File: config.mk
export PLATFORM = sky130hd
export DESIGN_NAME = branch_predict_unit
export DESIGN_NICKNAME = d
export VERILOG_FILES = /design/src/rtl/branch_predict_unit.sv
export SDC_FILE = /design/constraint.sdc
export NUM_CORES = 1
export LEC_CHECK = 0
export ABC_AREA = 0
export ABC_CLOCK_PERIOD_IN_PS = 21800
export CAP_MARGIN = 30
export CORE_ASPECT_RATIO = 2
export CORE_MARGIN = 8
export CORE_UTILIZATION = 25
export CTS_CLUSTER_DIAMETER = 80
export DETAILED_ROUTE_END_ITERATION = 8
export GPL_TIMING_DRIVEN = 0
export PLACE_DENSITY = 0.54
export SLEW_MARGIN = 20
export SYNTH_ARGS = -nofsm -noshare
export SYNTH_HDL_FRONTEND = slang
export SYNTH_SLANG_ARGS = --single-unit
File: constraint.sdc
create_clock -name clk -period 21.8 [get_ports clk]
set_clock_uncertainty 0.15 [all_clocks]
set_input_delay 5.45 -clock clk [delete_from_list [all_inputs] [get_ports clk]]
set_output_delay 5.45 -clock clk [all_outputs]
set_load 0.03 [all_outputs]
File: src/rtl/branch_predict_unit.sv
// Branch target buffer with 2-bit saturating counters (fetch-side lookup) and
// execute-side branch/JAL/JALR resolution with redirect and performance counters.
module branch_predict_unit #(
    parameter int PC_W        = 9,
    parameter int BTB_ENTRIES = 16,
    parameter int CNT_W       = 32
) (
    input  logic             clk,
    input  logic             reset,
    input  logic [PC_W-1:0]  if_pc,
    output logic             pred_taken,
    output logic [31:0]      pred_target,
    input  logic             ex_valid,
    input  logic [PC_W-1:0]  ex_pc,
    input  logic [31:0]      ex_imm,
    input  logic             ex_branch,
    input  logic             ex_jal,
    input  logic             ex_jalr,
    input  logic [31:0]      ex_alu_result,
    input  logic             ex_pred_taken,
    input  logic [31:0]      ex_pred_target,
    input  logic             flag_halt,
    output logic [31:0]      pc_four,
    output logic             redirect,
    output logic [31:0]      redirect_pc,
    output logic [CNT_W-1:0] br_count,
    output logic [CNT_W-1:0] mispred_count
);

    localparam int IDX_W   = $clog2(BTB_ENTRIES);
    localparam bit HAS_TAG = (PC_W > IDX_W + 2);
    // A tagless configuration keeps a 1-bit tag field tied to zero so the match is always true.
    localparam int TAG_W   = HAS_TAG ? (PC_W - IDX_W - 2) : 1;

    typedef struct packed {
        logic             valid;
        logic [TAG_W-1:0] tag;
        logic [PC_W-1:0]  target;
        logic [1:0]       ctr;
    } entry_t;

    entry_t           entry_flat [BTB_ENTRIES];
    entry_t           lookup_entry;
    entry_t           upd_entry;
    entry_t           entry_next;
    logic [IDX_W-1:0] if_idx;
    logic [IDX_W-1:0] ex_idx;
    logic [TAG_W-1:0] if_tag;
    logic [TAG_W-1:0] ex_tag;
    logic             if_hit;
    logic             upd_hit;
    logic             ctl;
    logic             actual_taken;
    logic [31:0]      actual_target;
    logic             mispredict;
    logic [CNT_W-1:0] br_count_reg;
    logic [CNT_W-1:0] mispred_count_reg;
    logic             unused_pc_bits;

    assign unused_pc_bits = ^if_pc[1:0];

    assign if_idx = if_pc[IDX_W+1:2];
    assign ex_idx = ex_pc[IDX_W+1:2];

    generate
        if (HAS_TAG) begin : g_tag
            assign if_tag = if_pc[PC_W-1:IDX_W+2];
            assign ex_tag = ex_pc[PC_W-1:IDX_W+2];
        end else begin : g_notag
            assign if_tag = '0;
            assign ex_tag = '0;
        end
    endgenerate

    // Fetch lookup reads the registered table, so a same-cycle update is not visible here.
    assign lookup_entry = entry_flat[if_idx];
    assign if_hit       = lookup_entry.valid && (lookup_entry.tag == if_tag);
    assign pred_taken   = !reset && if_hit && lookup_entry.ctr[1];
    assign pred_target  = pred_taken ? 32'(lookup_entry.target) : 32'd0;

    assign ctl          = ex_valid && (ex_branch || ex_jal || ex_jalr) && !flag_halt;
    assign actual_taken = ex_jal || ex_jalr || (ex_branch && ex_alu_result[0]);

    always_comb begin
        actual_target = 32'(ex_pc) + ex_imm;
        if (ex_jalr) begin
            actual_target = {ex_alu_result[31:1], 1'b0};
        end
    end

    assign mispredict  = (actual_taken != ex_pred_taken) ||
                         (actual_taken && ex_pred_taken && (actual_target != ex_pred_target));
    assign pc_four     = flag_halt ? 32'd0 : (32'(ex_pc) + 32'd4);
    assign redirect    = !reset && ctl && mispredict;
    assign redirect_pc = redirect ? (actual_taken ? actual_target : pc_four) : 32'd0;

    assign upd_entry = entry_flat[ex_idx];
    assign upd_hit   = upd_entry.valid && (upd_entry.tag == ex_tag);

    always_comb begin
        entry_next = upd_entry;
        if (upd_hit) begin
            if (actual_taken) begin
                entry_next.target = actual_target[PC_W-1:0];
                if (upd_entry.ctr != 2'b11) begin
                    entry_next.ctr = upd_entry.ctr + 2'd1;
                end
            end else if (upd_entry.ctr != 2'b00) begin
                entry_next.ctr = upd_entry.ctr - 2'd1;
            end
        end else if (actual_taken) begin
            entry_next.valid  = 1'b1;
            entry_next.tag    = ex_tag;
            entry_next.target = actual_target[PC_W-1:0];
            // Unconditional jumps start strongly taken; branches start weakly taken.
            entry_next.ctr    = (ex_jal || ex_jalr) ? 2'b11 : 2'b10;
        end
    end

    generate
        for (genvar gi = 0; gi < BTB_ENTRIES; gi++) begin : g_entry
            entry_t entry_reg;
            always_ff @(posedge clk) begin
                if (reset) begin
                    entry_reg.valid  <= 1'b0;
                    entry_reg.tag    <= '0;
                    entry_reg.target <= '0;
                    entry_reg.ctr    <= 2'b01;
                end else if (ctl && (ex_idx == IDX_W'(gi))) begin
                    entry_reg <= entry_next;
                end
            end
            assign entry_flat[gi] = entry_reg;
        end
    endgenerate

    always_ff @(posedge clk) begin
        if (reset) begin
            br_count_reg      <= '0;
            mispred_count_reg <= '0;
        end else if (ctl) begin
            br_count_reg <= br_count_reg + CNT_W'(1);
            if (mispredict) begin
                mispred_count_reg <= mispred_count_reg + CNT_W'(1);
            end
        end
    end

    assign br_count      = br_count_reg;
    assign mispred_count = mispred_count_reg;

endmodule

==> metrics.yaml, run 1 <==
timing:
  drv_slew: 0
  setup-violations-final: 0
  min_period_ps: 18710
  worst_slew_pin_slew_ps: 1087
  finalCritPeriodShare_pct: 85.84
  hold_viol: 0
  maxClockFrequency_mhz: 53.44
  relSlewSlack_pct: 27.53
  rsz0062_at_grt: "no"
  setup_ws_ps: 3086
  tns_ps: 0
final_layout:
  multi_input_area_mm2: 0.01126
  layout-drive-gt1-share_pct: 13.23
  largest_register_ffs: 240
  n_fill_cell: 7621
  nNetsFinal: 2464
  syn_to_final_growth_pct: 24.86
  seq_area_mm2: 0.006086
synth:
  ys.flop_type: "dfxtp_1"
  synth_cells: 2016
  ys_seq_area_share_pct: 33.09
  synth_edf_count: 0
  yosysWarnings: 0
  synth-seq-cells: 304
  async_flop_share_pct: 0
  syn-mean-instance-area_um2: 9.123
  synth.distinct_cells: 84
  syn-cell-area_mm2: 0.01839
setup_path:
  crit_arrival_ps: 13110
  worstPathMaxFanout: 10
  required_ps: 16200
  timing_worst_setup_path_type: "in2out"
  worstSetupEndpointType: "output pin"
  cp-start-kind: "input port"
drt:
  drtAntennaViolNets: 0
  drc: 0
  drtPass1Iterations: 5
  routedWlPerCell_um: 26.17
  drt-total-wl_um: 85580
  routed_via_density: 5.458
  vias: 17847
  dr.first_iter.drc_count: 1149
status:
  outcome: "complete, no violations"
pwr:
  p_sw_share_pct: 30.19
  seq_power_share_pct: 44.0
  p_per_area_mw_per_mm2: 55.95
  power.static_leakage_nw: 7.279
  ir_drop_uv: 63.04
  intPower_w: 0.0008970
  p_switching_w: 0.0003879
  power_frac_comb_pct: 18.1
  clkPwrFrac_pct: 37.9
die:
  dieWidth_um: 207.8
  ios: 284
  die_h_um: 399.6
  rows: 140
  core-area_mm2: 0.07287
  dieArea_mm2: 0.08303
  initial_core_util_pct: 25.24
clocking:
  cts.sinks: 304
  cts_buffers: 27
  clk_latency_ps: 600
  cts_tree: "done"
  cts_root_buf: "clkbuf_16"
  ctsLongestPathBuffers: 3
  cts.repair.resized: 0
  cts-htree-levels: 1
  cts_setup_buffers: 0
  clk_pin_slew_ps: 70
  cts_hold_buf: 0
global_routing:
  track_usage_pct: 19.91
  grt_max_degree: 16
  overflow: 0
  grt_pass1_wl_um: 124100
  first_global_vias: 18430
  antenna_found_initial: 4
run:
  maxCapViolations: 0
placement:
  pre_cts_ws_ps: 3172
  portBuffers: 227
  dp_hpwl_um: 70350
  gp_congestion: 0.9859
hold_path:
  worstHoldPathType: "reg2reg"
## power groups by stage
stage / clock [W] / sequential, W / combinational [W]
2_1_floorplan: 0 / 0.000577 / 0.000134
3_3_place_gp: 0 / 0.000578 / 0.000226
3_5_place_dp: 0 / 0.000578 / 0.000229
4_1_cts: 0.000495 / 0.000565 / 0.000230
5_1_grt: 0.000515 / 0.000566 / 0.000244
6_report: 0.000487 / 0.000565 / 0.000233
## cells in the mapped netlist, types with 22 or more instances
library cell / count / area share [%]
nor3_1: 32 / 0.87
nand2_1: 84 / 1.7
clkbuf_1: 125 / 2.6
inv_1: 25 / 0.51
buf_4: 49 / 2.0
nand3_1: 39 / 1.1
and3_1: 22 / 0.75
a21oi_1: 89 / 2.4
dfxtp_1: 304 / 33
mux4_2: 135 / 17
xnor2_1: 45 / 2.1
a211oi_1: 235 / 9.6
nand4_1: 38 / 1.3
nor2b_1: 26 / 0.88
buf_1: 28 / 0.57
o31ai_1: 27 / 1.1
buf_2: 31 / 0.84
o21ai_0: 35 / 0.95
nor2_1: 346 / 7.1
or4_1: 33 / 1.3
xor2_1: 50 / 2.4
## cell families after synthesis
kind of cell,count (synthesis),synth area share [%]
buf+inv,261,6.619
fa+ha+maj,17,1.197
simple gates,716,18.97
other cells,1,0.02039
flops,304,33.09
mux,154,17.67
xor+xnor,95,4.524
compound gates,468,17.90
## routing by layer
metal / global-route usage [%] / wire [µm] / vias to the layer above
li1: - / - / 8054
met1: 17.59 / 27020 / 8492
met2: 37.29 / 44090 / 956
met3: 3.520 / 4994 / 345
met4: 19.51 / 9472 / 0
met5: 0 / 0 / -
## per-stage QoR
stage          power [W]  cell area [µm²]  util (%)  std cells  hold slack, ps
3_5_place_dp   0.0008076            22070     30.29       3217           314.1
5_1_grt         0.001325            22960     31.50       3267           356.8
3_3_place_gp   0.0008036            21980     30.17       3210           292.1
6_report        0.001285            22960     31.51       3270           325.8
2_1_floorplan  0.0007114            18560         -       2060           283.1
4_1_cts         0.001291            22930     31.47       3265           329.1
## cell type report
type                       count  area share [%]
timing repair buffer         236           10.37
tap                          923           5.029
buffer                       235           4.887
multi-input combinational   1495           49.03
clock inverter                 8          0.2670
sequential                   304           26.50
antenna                        3         0.03269
inverter                      26          0.4250
clock buffer                  40           3.460
## path summary, 6_finish.rpt
kind                                          end  slack, ps              from  cells past startpoint
worst max-delay path               redirect_pc[1]       3090           ex_jalr                     23
worst min register to register    entry_flat[225]        330   entry_flat[225]                      2
worst min-delay path              entry_flat[225]        330   entry_flat[225]                      2
worst max register to register  mispred_count[30]      18070  mispred_count[4]                     10
## placed cells by master (no fill, tap or decap), drive strengths merged, types with 34 or more instances in the layout
| cell | netlist | layout |
|---|---|---|
| xnor2 | 45 | 45 |
| nor2 | 347 | 347 |
| nor3 | 34 | 34 |
| xor2 | 50 | 50 |
| nand4 | 39 | 39 |
| conb | 1 | 45 |
| clkdlybuf4s50 | 0 | 227 |
| or4 | 35 | 35 |
| a21oi | 92 | 92 |
| nand2 | 84 | 84 |
| a211oi | 237 | 237 |
| clkbuf | 125 | 165 |
| nand3 | 39 | 39 |
| o21ai | 45 | 45 |
| buf | 110 | 119 |
| dfxtp | 304 | 304 |
| mux4 | 135 | 135 |
## critical path, cell delays in order
cell and delay [ps]:
clkdlybuf4s50_1 560, buf_2 300, clkbuf_1 520, clkbuf_1 590
clkbuf_1 510, nor2_1 70, and2_1 150, clkbuf_1 320
inv_1 150, clkbuf_1 560, ha_1 370, inv_1 160
o2111ai_1 150, a2111oi_2 350, nand4_1 190, nor4_2 500
o2111ai_2 270, nor4_4 470, or2_2 170, buf_2 150
buf_2 290, nor3_1 170, clkdlybuf4s50_1 650
Note: power is estimated with default switching activity, not from simulation.
==> inputs of run 2 (changes only) <==
--- a/config.mk
+++ b/config.mk
@@ -10,11 +10,11 @@
 export CAP_MARGIN = 30
 export CORE_ASPECT_RATIO = 2
 export CORE_MARGIN = 8
-export CORE_UTILIZATION = 25
+export CORE_UTILIZATION = 55
 export CTS_CLUSTER_DIAMETER = 80
 export DETAILED_ROUTE_END_ITERATION = 8
 export GPL_TIMING_DRIVEN = 0
-export PLACE_DENSITY = 0.54
+export PLACE_DENSITY = 0.92
 export SLEW_MARGIN = 20
 export SYNTH_ARGS = -nofsm -noshare
 export SYNTH_HDL_FRONTEND = slang
==> metrics.yaml, run 2 (synthesis gave the netlist of run 1 again) <==
die:
  dieWidth_um: 145.3  # was 207.8 µm
  core-area_mm2: 0.03328  # was 0.07287 mm²
  ios: 284  # unchanged
  initial_core_util_pct: 55.26  # was 25.24%
  rows: 95  # was 140
  die_h_um: 274.6  # was 399.6 µm
  dieArea_mm2: 0.03990  # was 0.08303 mm²
drt:
  routedWlPerCell_um: 24.27  # was 26.17 µm
  drt-total-wl_um: 67520  # was 85580 µm
  drc: 0  # unchanged
  drtAntennaViolNets: 0  # unchanged
  vias: 18739  # was 17847
  drtPass1Iterations: 7  # was 5
  dr.first_iter.drc_count: 2349  # was 1149
  routed_via_density: 6.736  # was 5.458
timing:
  hold_viol: 0  # unchanged
  relSlewSlack_pct: 34.58  # was 27.53%
  min_period_ps: 18280  # was 18710 ps
  maxClockFrequency_mhz: 54.71  # was 53.44 MHz
  drv_slew: 0  # unchanged
  setup_ws_ps: 3522  # was 3086 ps
  worst_slew_pin_slew_ps: 981.3  # was 1087 ps
  rsz0062_at_grt: "no"  # unchanged
  setup-violations-final: 0  # unchanged
  whs_ps: 333.6  # was 325.8 ps
  finalCritPeriodShare_pct: 83.84  # was 85.84%
  tns_ps: 0  # unchanged
placement:
  place_area_mm2: 0.02139  # was 0.02207 mm²
  gp_congestion: 1.024  # was 0.9859
  portBuffers: 227  # unchanged
  dp_hpwl_um: 50430  # was 70350 µm
  pre_cts_ws_ps: 3786  # was 3172 ps
hold_path:
  hold_start: "entry_flat[0]"  # was entry_flat[225]
  hold_end: "entry_flat[0]"  # was entry_flat[225]
  worstHoldPathType: "reg2reg"  # unchanged
  holdPathStages: 2  # unchanged
final_layout:
  n_fill_cell: 2421  # was 7621
  nNetsFinal: 2462  # was 2464
  final_common_cell: "nor2_1"  # unchanged
  layout-drive-gt1-share_pct: 13.22  # was 13.23%
  syn_to_final_growth_pct: 22.12  # was 24.86%
  fin_area_mm2: 0.02246  # was 0.02296 mm²
  layout_common_cells: "346 x nor2_1, 304 x dfxtp_1, 235 x a211oi_1, 227 x clkdlybuf4s50_1, 135 x mux4_2"  # unchanged
  largest_register_ffs: 240  # unchanged
global_routing:
  grt_pass1_wl_um: 103100  # was 124100 µm
  first_global_vias: 18566  # was 18430
  antenna_found_initial: 5  # was 4
  grt_max_degree: 16  # unchanged
  overflow: 0  # unchanged
  track_usage_pct: 32.34  # was 19.91%
setup_path:
  path_delay_family: "buffers and inverters"  # unchanged
  path_cells: "clkdlybuf4s50_1 > buf_2 > clkbuf_1 > clkbuf_1 > clkbuf_1 > nor2_1 > and2_1 > clkbuf_1 > inv_1 > clkbuf_1 > ha_1 > inv_1 > o2111ai_1 > a2111oi_2 > nand4_1 > nor4_2 > o2111ai_2 > nor4_4 > or4_1 > buf_2 > a211oi_1 > clkdlybuf4s50_1"  # was clkdlybuf4s50_1 > buf_2 > clkbuf_1 > clkbuf_1 > clkbuf_1 > nor2_1 > and2_1 > clkbuf_1 > inv_1 > clkbuf_1 > ha_1 > inv_1 > o2111ai_1 > a2111oi_2 > nand4_1 > nor4_2 > o2111ai_2 > nor4_4 > or2_2 > buf_2 > buf_2 > nor3_1 > clkdlybuf4s50_1
  worstSetupEndpointType: "output pin"  # unchanged
  r2r_start: "mispred_count[4]"  # unchanged
  critPathMaxStageDelay_ps: 640  # was 650 ps
  rrSetupSlack_ps: 18170  # was 18070 ps
  cp-start-kind: "input port"  # unchanged
  r2r_cells: 10  # unchanged
  crit_slowest_cell: "clkdlybuf4s50_1"  # unchanged
  worstPathMaxFanout: 10  # unchanged
  r2r_end: "mispred_count[30]"  # unchanged
  required_ps: 16200  # about the same
  path_buf_inv: 11  # was 12
  path_common_cell: "clkbuf_1"  # unchanged
  crit_arrival_ps: 12680  # was 13110 ps
  timing_worst_setup_path_type: "in2out"  # unchanged
run:
  maxCapViolations: 0  # unchanged
status:
  outcome: "complete, no violations"  # unchanged
clocking:
  clk_pin_slew_ps: 70  # about the same
  cts_root_buf: "clkbuf_16"  # unchanged
  cts.repair.resized: 0  # unchanged
  cts_buffers: 29  # was 27
  ctsLongestPathBuffers: 3  # unchanged
  clk_latency_ps: 590  # was 600 ps
  cts.sinks: 304  # unchanged
  cts_hold_buf: 0  # unchanged
  cts-htree-levels: 1  # unchanged
  cts_setup_buffers: 0  # unchanged
  cts_tree: "done"  # unchanged
pwr:
  ir_drop_uv: 75.30  # was 63.04 µV
  p_per_area_mw_per_mm2: 59.87  # was 55.95 mW/mm²
  power.static_leakage_nw: 7.325  # was 7.279 nW
[run 2: changes by cell type in the layout (fill, tap and decap cells not counted), moves of 2 or more]
cell,change
buf_6,-5
bufinv_16,+5
clkbuf_16,+2
diode_2,-2
inv_6,+2
[run 2: layout make-up]
type,count,area (µm²),area share [%]
Sequential cell,304,6086,27.10
Antenna cell,1,2.502,0.01114
Clock inverter,14,211.5,0.9415
Buffer,235,1120,4.986
Tap cell,436,545.5,2.429
Inverter,26,97.59,0.4345
Timing Repair Buffer,232,2320,10.33
Clock buffer,39,823.3,3.666
Multi-Input combinational cell,1495,11250,50.11
[run 2: metrics by stage]
stage / std cells / util [%] / power [W]
final: 2782 / 67.48 / 0.001345
after global routing: 2782 / 67.48 / 0.001375
after CTS: 2778 / 67.38 / 0.001331
after detailed placement: 2725 / 64.27 / 0.0007899
after global placement: 2723 / 64.22 / 0.0007855
after floorplan: 2060 / - / 0.0007114
[run 2: layer usage]
layer | wire length (µm) | vias to the layer above | GRT usage (%)
met5 | 42 | - | 0
met4 | 5474 | 6 | 24.29
met3 | 8653 | 485 | 9.980
met2 | 31700 | 1619 | 53.47
met1 | 21650 | 8577 | 34.40
li1 | - | 8052 | -
[run 2: how the worst max path moves through the flow]
stage,end,from,cells after the start
floorplan,redirect_pc[9],ex_jalr,20
global placement,redirect_pc[4],ex_jalr,23
detailed placement,redirect_pc[4],ex_jalr,23
CTS,redirect_pc[4],ex_jalr,23
global route,redirect_pc[25],ex_jalr,22
finish,redirect_pc[25],ex_jalr,22
[run 2: worst min-delay path, cell delays in order, from the launching register on]
cell and delay, ps:
dfxtp_1 320, a21oi_1 60, o21ai_0 70
[run 2: where the power goes]
part	switching [W]	internal [W]
Combinational	0.000141	0.0000818
Clock	0.000231	0.000325
Sequential	0.00000483	0.000561
